## config.mk

```make
export PLATFORM = sky130hd
export DESIGN_NAME = mustang_light_sequencer
export DESIGN_NICKNAME = d
export VERILOG_FILES = /design/src/rtl/light_pkg.sv /design/src/rtl/vga_frame_ticker.sv /design/src/rtl/mustang_light_sequencer.sv
export SDC_FILE = /design/constraint.sdc
export NUM_CORES = 1
export LEC_CHECK = 0
export CAP_MARGIN = 10
export CORE_MARGIN = 4
export CORE_UTILIZATION = 50
export DETAILED_ROUTE_END_ITERATION = 7
export PLACE_DENSITY = 0.83
export SLEW_MARGIN = 5
export SYNTH_ARGS = -nofsm -noshare
export SYNTH_HDL_FRONTEND = slang
export SYNTH_SLANG_ARGS = --single-unit
```

## constraint.sdc

```tcl
create_clock -name clk -period 2 [get_ports clk]
set_input_delay 0.3 -clock clk [delete_from_list [all_inputs] [get_ports clk]]
set_output_delay 0.3 -clock clk [all_outputs]
set_load 0.01 [all_outputs]
```

## src/rtl/light_pkg.sv

```systemverilog
// Shared encodings for the Mustang tail-light sequencer: modes, lamp patterns,
// request bit positions and the request/lamp decode helpers.
package light_pkg;

    localparam int unsigned STEP_W = 2;
    localparam int unsigned LAMP_W = 3;
    localparam int unsigned MODE_W = 2;
    localparam int unsigned REQ_W  = 3;

    // Bit positions inside the packed {haz, right, left} request vector.
    localparam int unsigned REQ_LEFT  = 0;
    localparam int unsigned REQ_RIGHT = 1;
    localparam int unsigned REQ_HAZ   = 2;

    typedef enum logic [MODE_W-1:0] {
        MODE_IDLE  = 2'd0,
        MODE_LEFT  = 2'd1,
        MODE_RIGHT = 2'd2,
        MODE_HAZ   = 2'd3
    } mode_e;

    localparam logic [LAMP_W-1:0] LAMP_S0 = 3'b000;
    localparam logic [LAMP_W-1:0] LAMP_S1 = 3'b001;
    localparam logic [LAMP_W-1:0] LAMP_S2 = 3'b011;
    localparam logic [LAMP_W-1:0] LAMP_S3 = 3'b111;

    // Lamps fill from the innermost bit outward as the step advances.
    function automatic logic [LAMP_W-1:0] lamp_pattern(input logic [STEP_W-1:0] s);
        logic [LAMP_W-1:0] pat;
        case (s)
            2'd0:    pat = LAMP_S0;
            2'd1:    pat = LAMP_S1;
            2'd2:    pat = LAMP_S2;
            default: pat = LAMP_S3;
        endcase
        return pat;
    endfunction

    // Hazard wins; both turn signals together also means hazard.
    function automatic mode_e decode_request(input logic [REQ_W-1:0] req);
        mode_e m;
        if (req[REQ_HAZ] || (req[REQ_LEFT] && req[REQ_RIGHT])) begin
            m = MODE_HAZ;
        end else if (req[REQ_LEFT]) begin
            m = MODE_LEFT;
        end else if (req[REQ_RIGHT]) begin
            m = MODE_RIGHT;
        end else begin
            m = MODE_IDLE;
        end
        return m;
    endfunction

endpackage

```

## src/rtl/vga_frame_ticker.sv

```systemverilog
// Turns the VGA vsync into a one-cycle frame tick and divides frames down into
// step ticks; the divider is parked at zero while the sequencer is idle.
module vga_frame_ticker #(
    parameter int unsigned FRAMES_PER_STEP  = 8,
    parameter int unsigned CNT_W            = 4,
    parameter int unsigned VSYNC_ACTIVE_LOW = 1
) (
    input  logic clk,
    input  logic rst_n,
    input  logic vsync_i,
    input  logic hold_zero_i,
    output logic frame_tick_o,
    output logic step_tick_o
);

    localparam bit               VS_LOW   = (VSYNC_ACTIVE_LOW != 0);
    localparam logic [CNT_W-1:0] CNT_LAST = CNT_W'(FRAMES_PER_STEP - 1);

    logic             vs_act;
    logic             vs_prev_q;
    logic             frame_tick_q;
    logic [CNT_W-1:0] cnt_q;
    logic [CNT_W-1:0] cnt_d;
    logic             at_last;
    logic             step_tick;

    assign vs_act = VS_LOW ? ~vsync_i : vsync_i;

    // Edge detect on the normalised (active-high) vsync.
    always_ff @(posedge clk or negedge rst_n) begin
        if (!rst_n) begin
            vs_prev_q    <= 1'b0;
            frame_tick_q <= 1'b0;
            cnt_q        <= '0;
        end else begin
            vs_prev_q    <= vs_act;
            frame_tick_q <= vs_act & ~vs_prev_q;
            cnt_q        <= cnt_d;
        end
    end

    always_comb begin
        cnt_d     = cnt_q;
        at_last   = (cnt_q == CNT_LAST);
        step_tick = frame_tick_q & (hold_zero_i | at_last);
        if (hold_zero_i) begin
            cnt_d = '0;
        end else if (frame_tick_q) begin
            cnt_d = at_last ? '0 : cnt_q + CNT_W'(1);
        end
    end

    assign frame_tick_o = frame_tick_q;
    assign step_tick_o  = step_tick;

endmodule

```

## src/rtl/mustang_light_sequencer.sv

```systemverilog
// Mustang tail-light sequencer: synchronises the turn/hazard requests, runs the
// mode/step state machine on each step tick and registers the lamp outputs.
module mustang_light_sequencer
    import light_pkg::*;
#(
    parameter int unsigned FRAMES_PER_STEP  = 8,
    parameter int unsigned CNT_W            = 4,
    parameter int unsigned VSYNC_ACTIVE_LOW = 1
) (
    input  logic              clk,
    input  logic              clear,
    input  logic              left,
    input  logic              right,
    input  logic              haz,
    input  logic              vsync,
    output logic [LAMP_W-1:0] left_lamps,
    output logic [LAMP_W-1:0] right_lamps,
    output logic [MODE_W-1:0] mode,
    output logic [STEP_W-1:0] step,
    output logic              step_tick
);

    logic [REQ_W-1:0]  req_meta_q;
    logic [REQ_W-1:0]  req_sync_q;
    mode_e             req_mode;

    mode_e             mode_q;
    mode_e             mode_d;
    logic [STEP_W-1:0] step_q;
    logic [STEP_W-1:0] step_d;
    logic [LAMP_W-1:0] left_lamps_q;
    logic [LAMP_W-1:0] left_lamps_d;
    logic [LAMP_W-1:0] right_lamps_q;
    logic [LAMP_W-1:0] right_lamps_d;
    logic [LAMP_W-1:0] pattern;

    logic              hold_zero;
    logic              frame_tick;
    logic              step_tick_w;
    logic              eval_en;

    // Two-flop synchronisers for the asynchronous request levels.
    always_ff @(posedge clk or negedge clear) begin
        if (!clear) begin
            req_meta_q <= '0;
            req_sync_q <= '0;
        end else begin
            req_meta_q <= {haz, right, left};
            req_sync_q <= req_meta_q;
        end
    end

    assign hold_zero = (mode_q == MODE_IDLE);

    vga_frame_ticker #(
        .FRAMES_PER_STEP  (FRAMES_PER_STEP),
        .CNT_W            (CNT_W),
        .VSYNC_ACTIVE_LOW (VSYNC_ACTIVE_LOW)
    ) u_ticker (
        .clk          (clk),
        .rst_n        (clear),
        .vsync_i      (vsync),
        .hold_zero_i  (hold_zero),
        .frame_tick_o (frame_tick),
        .step_tick_o  (step_tick_w)
    );

    // A step tick only ever coincides with a frame tick.
    assign eval_en   = step_tick_w & frame_tick;
    assign step_tick = step_tick_w;

    always_ff @(posedge clk or negedge clear) begin
        if (!clear) begin
            mode_q        <= MODE_IDLE;
            step_q        <= '0;
            left_lamps_q  <= LAMP_S0;
            right_lamps_q <= LAMP_S0;
        end else begin
            mode_q        <= mode_d;
            step_q        <= step_d;
            left_lamps_q  <= left_lamps_d;
            right_lamps_q <= right_lamps_d;
        end
    end

    // Requests are consumed only at evaluation points; lamps follow the next state.
    always_comb begin
        mode_d   = mode_q;
        step_d   = step_q;
        req_mode = decode_request(req_sync_q);
        if (eval_en) begin
            if (req_mode == MODE_IDLE) begin
                mode_d = MODE_IDLE;
                step_d = '0;
            end else if (req_mode != mode_q) begin
                mode_d = req_mode;
                step_d = STEP_W'(1);
            end else begin
                step_d = step_q + STEP_W'(1);
            end
        end
        pattern       = lamp_pattern(step_d);
        left_lamps_d  = ((mode_d == MODE_LEFT)  || (mode_d == MODE_HAZ)) ? pattern : LAMP_S0;
        right_lamps_d = ((mode_d == MODE_RIGHT) || (mode_d == MODE_HAZ)) ? pattern : LAMP_S0;
    end

    assign left_lamps  = left_lamps_q;
    assign right_lamps = right_lamps_q;
    assign mode        = mode_q;
    assign step        = step_q;

endmodule

```

# Yosys cells after proc, flatten, opt, wreduce, memory -nomap -nowiden

Index checks and enable logic that the tools add are counted.

Register bits after elaboration: 22
Bits in writable memories: 0
Memories kept: 0
Input port bits: 6
Bits in latches: 0
Bits in read-only memories: 0

$add $sub $neg: 2
Reduce and logical (&&, ||, !) cells: 8
Magnitude comparators: 0
Eq/ne operators: 7
Multipliers: 0
Bitwise logic cells: 6
Shift operators: 0
Divide/modulo/power cells: 0
Muxes and demuxes: 15

Operators by type and width:

| kind                                           | count |
|---|---|
| two-way mux 2 bit                              | 9 |
| two-way mux 4 bit                              | 3 |
| case mux 3 bit (3 select lines)                | 1 |
| == test 2 bit (second input constant)          | 3 |
| logical NOT 2 bit                              | 3 |
| two-way mux 3 bit                              | 2 |
| adder 4 x 1 -> 4 bit (second input constant)   | 1 |
| == test 2 x 1 -> 1 bit (second input constant) | 2 |
| == test 4 x 3 -> 1 bit (second input constant) | 1 |
| bitwise AND 1 bit                              | 3 |
| logical OR 1 bit                               | 3 |
| adder 2 x 1 -> 2 bit (second input constant)   | 1 |
| != test 2 bit                                  | 1 |
| NOT 1 bit                                      | 2 |
| nonzero test 2 bit                             | 1 |
| logical AND 1 bit                              | 1 |
| OR 1 bit                                       | 1 |

# Depth between registers and ports, before layout

Word-level depth: 10
Gate-level depth with buffers: 6
Mapped depth without buffers: 6

# Hierarchy

Synthesis repeated with hierarchy kept, for this count alone.

Cells, all modules: 80
Area total of the unflattened synthesis: 920.9 sq um

Modules (own cells, without submodules):

| module                  | area each (sq um) | sequential area each (sq um) | cells an instance | times used |
|---|---|---|---|---|
| mustang_light_sequencer | 640.6             | 400.4                        | 56                | 1 |
| vga_frame_ticker        | 280.3             | 150.1                        | 24                | 1 |

# Least setup slack after synthesis

No wires, ideal clock.

Path kind: flip-flop to flip-flop
Start point: reg u_ticker.cnt_q[0]
End point: reg left_lamps_q[2], in the netlist left_lamps[2]
Path slack: 0.304 ns
Period minus slack after synthesis: 1.696 ns
Arrival time: 1.555 ns
Library setup time: 0.141 ns
Stages on the path, launching flop included: 7
Required time: 1.859 ns
Cell sequence: dfrtp_1 ha_1 and3b_1 o21ai_2 inv_1 o21ai_0 a211oi_1

Word-level cells in the longest chain between the ends: 8

Ends and longest elaborated chain:

| element                                                                    | line                                            | text |
|---|---|---|
| start: declaration                                                         | vga_frame_ticker.sv:22                          | `logic [CNT_W-1:0] cnt_q;` |
| start signal: assignment                                                   | vga_frame_ticker.sv:38                          | `cnt_q <= cnt_d;` |
| == test 4 x 3 -> 1 bit *                                                   | vga_frame_ticker.sv:44                          | `at_last = (cnt_q == CNT_LAST);` |
| OR 1 bit *                                                                 | vga_frame_ticker.sv:45                          | `step_tick = frame_tick_q & (hold_zero_i \| at_last);` |
| bitwise AND 1 bit *                                                        | vga_frame_ticker.sv:45                          |  |
| via step_tick                                                              | mustang_light_sequencer.sv:20                   | `output logic step_tick` |
| bitwise AND 1 bit *                                                        | mustang_light_sequencer.sv:69                   | `assign eval_en = step_tick_w & frame_tick;` |
| two-way mux 2 bit                                                          | mustang_light_sequencer.sv:91                   | `if (eval_en) begin` |
| == test 2 bit, or another cell as far along                                | light_pkg.sv:30                                 | `case (s)` |
| case mux 3 bit (3 select lines) / logical OR 1 bit (equally long branches) | light_pkg.sv:30, mustang_light_sequencer.sv:103 |  |
| two-way mux 3 bit *                                                        | mustang_light_sequencer.sv:103                  | `left_lamps_d = ((mode_d == MODE_LEFT) \|\| (mode_d == MODE_HAZ)) ? pattern : LAMP_S0;` |
| via left_lamps_d[2]                                                        | mustang_light_sequencer.sv:32                   | `logic [LAMP_W-1:0] left_lamps_d;` |
| end signal: assignment                                                     | mustang_light_sequencer.sv:81                   | `left_lamps_q <= left_lamps_d;` |
| end: declaration                                                           | mustang_light_sequencer.sv:31                   | `logic [LAMP_W-1:0] left_lamps_q;` |

The timed path passes the listed nets; every way through them passes the cells marked *.
A chain may end at the register's enable or synchronous reset.

# Final worst setup path

Start point: reg u_ticker.cnt_q[1]
End point: out step_tick

Word-level cells in the longest chain between the ends: 3

Ends and longest elaborated chain:

| element                | line |
|---|---|
| == test 4 x 3 -> 1 bit | vga_frame_ticker.sv:44 |
| OR 1 bit               | vga_frame_ticker.sv:45 |
| bitwise AND 1 bit      | vga_frame_ticker.sv:45 |
| end: declaration       | mustang_light_sequencer.sv:20 |

Every way passes these cells.

==> metrics.md <==
| Metric | Value |
|---|---|
| PD cells | 1200 nW/um^2 |
| Initial antenna violation count | 0 |
| Total congestion overflow | 0 |
| Synth Register Bits | 22 |
| Setup Crit Path Kind | reg -> out |
| First-pass GRT wire length | ~3.2 mm |
| Final hold slack | between 0.3 and 0.4 ns |
| Worst path required time | 1.70 ns |
| Setup TNS | 0 ns |
| Finished Layout Cells | around 130 |
| # fillers | 146 |
| FMAX | around 530 MHz |
| Asr flop ratio synth | 100% |
| VDD IR max | roughly 0.66 mV |
| CTS tree | built |
| Final setup violation count | 0 |
| Crit. path cell count | 5 |
| Synth warn | 0 |
| CTS Buf Count | 3 |
| Pleak | around 0.53 nW |
| Commonest non-fill, non-tap cell in the layout | dfrtp_1 |
| RSZ-0062 raised after global routing | no |
| Placement Cell Area | 1160 sq um |
| Via density | ~5.5 |
| Iteration-0 DRC count of the detailed router | 7 |
| Deepest clock path buffer count | 2 |
| Worst relative slew slack | between 60% and 70% |
| # diodes | 0 |
| Fin crit share | a little over nine tenths |
| Starting density of the core | between 50% and 60% |
| Cell chain of the critical path | ha_4, and3b_2, o21ai_2, inv_1, clkdlybuf4s15_1 |
| Slew Viols, Final | 0 |
| Drc violations | 0 |
| # port buffers | 16 |
| H-Tree Depth | 1 |
| Status | finished, final reports clean |
| Final GP Congestion | approximately 0.86 |
| CTS Hold Buffers Added | 0 |
| Final hold vios | 0 |
| Syn Nets | slightly below 90 |
| Critical Path Max Stage Delay | around 0.44 ns |
| Minimum clock period | ~1.9 ns |
| Crit path max fanout | 4 |
| Post-synthesis cell area | around 940 sq um |
| Post-Place Cells | 125 |
| Overall power | roughly 1.5 mW |
| Horiz. Die Dim | 51.4 um |
| Mean Syn Cell Area | around 12 sq um |
| First-pass DRT Iterations | 4 |
| Via count | 722 |
| EDFF count, synth | 0 |
| Die height | just over 50 um |
| Final ANT Viol Nets | 0 |
| Max cap viols | 0 |
| CP arrival | between 1.5 and 2 ns |
| Critical path endpoint category | output pin |
| Fin area | approximately 1200 sq um |
| Row cnt | 15 |
| Crit-path slowest cell | dfrtp_1 |
| Count of cell types in the netlist | 29 |
| Reg2Reg Depth | 7 |
| Total Wirelength | roughly 1.9 mm |
| GR Util All Layers | between 10% and 20% |
| Slew @ Worst Pin | roughly 0.47 ns |
| Worst Path Buf+Inv | 2 |
| Drt wl/cell | approximately 14 um |
| Core ar. | about 1800 sq um |
| Clock sinks | 22 |
| Classification of the worst-slack hold path | in -> async |
| Critical Path Start Type | flop |
| CTS root buffer | clkbuf_4 |
| Number of nets in the layout | 114 |
| Most frequent cells in the layout | 22 x dfrtp_1, 15 x clkdlybuf4s50_1, 8 x inv_1, 7 x nor2_1 |
| CP delay by family, top | flip-flops |
| Sequential area share after synthesis | between 50% and 60% |
| HPWL Detailed | about 1.3 mm |
| I/O pin count | 17 |
| Final Skew | 0.00432 ns |
| Pin count of the biggest net entering global routing | 23 |
| Worst-path clk slew | 0.11 ns |
| Die Footprint | around 2600 sq um |
| Main synth FF type | dfrtp_1 |
| Fraction of layout cells with a size suffix above 1 | ~18% |
| Layout area overhead | 30.0% |
| Clock Latency Late Sink | roughly 0.31 ns |
| Cells after Synth | between 80 and 90 |
| Vias in the first global route | 764 |
## cell usage after synthesis, types with 2 or more instances
master	number	area, sq um
nand2_1	5	18.8
a21oi_1	6	30.0
o211ai_1	2	15.0
a211oi_4	2	40.0
or3_1	2	12.5
a211oi_1	3	22.5
nor2_1	7	26.3
dfrtp_1	22	551
inv_1	8	30.0
o2bb2ai_1	2	17.5
o21ai_0	4	20.0
## logic make-up (layout without fill, tap and decap cells)
kind of cell / Yosys count / after routing / synth area share [%]
simple gates: 21 / 21 / 11.6
mux: 1 / 1 / 1.06
compound gates: 25 / 25 / 22.2
fa+ha+maj: 1 / 1 / 1.33
xor+xnor: 2 / 2 / 1.86
buf+inv: 9 / 34 / 3.59
flops: 22 / 22 / 58.4
## power breakdown
| part | total [mW] | switching [mW] | internal (mW) |
|---|---|---|---|
| Sequential | 0.669 | 0.119 | 0.550 |
| Combinational | 0.568 | 0.274 | 0.294 |
| Clock | 0.239 | 0.128 | 0.111 |
## repair_timing
action | in CTS | in global routing
pin swaps | 0 | 1
setup buffers | 1 | 1
endpoints found under the setup margin | 1 | 1
gates resized for setup | 1 | 4
## layer usage
metal,track usage (%),share of wire (%)
met5,0,0
met4,9.61,3.4
met3,4.08,4.8
met2,28.6,52
met1,17.7,40
## sequential cells by signal, summed over array words and instances, names as in the netlist
register,count
mode,2
u_ticker.frame_tick_o,1
u_ticker.vs_prev_q,1
req_sync_q,3
step,2
u_ticker.cnt_q,4
left_lamps,3
right_lamps,3
req_meta_q,3
## per-stage QoR
step	utilization [%]	worst slack [ns]
floorplan	-	0.304
global placement	65.7	0.209
detailed placement	65.7	0.154
CTS	68.2	0.0147
global route	69.4	0.0263
finish	69.4	0.102
## final cells by class
cell class              instances  area [sq um]  share of cell area [%]
repair buffers                 22           205                    16.8
inverters                       8          30.0                    2.45
well taps                      25          31.3                    2.55
flip-flops and latches         22           551                    44.9
clock buffers                   4          36.3                    2.96
multi-input cells              50           372                    30.3
## path summary, 6_finish.rpt
check,startpoint,end,slack [ns]
hold / removal,clear,right_lamps[0],0.31
max in group asynchronous,clear,req_sync_q[0],1.48
hold reg to reg,req_meta_q[2],req_sync_q[2],0.36
min in group clk,req_meta_q[2],req_sync_q[2],0.36
setup reg to reg,u_ticker.cnt_q[1],left_lamps[2],0.28
setup / recovery,u_ticker.cnt_q[1],step_tick,0.10
Power figures use the tool's default switching activity.
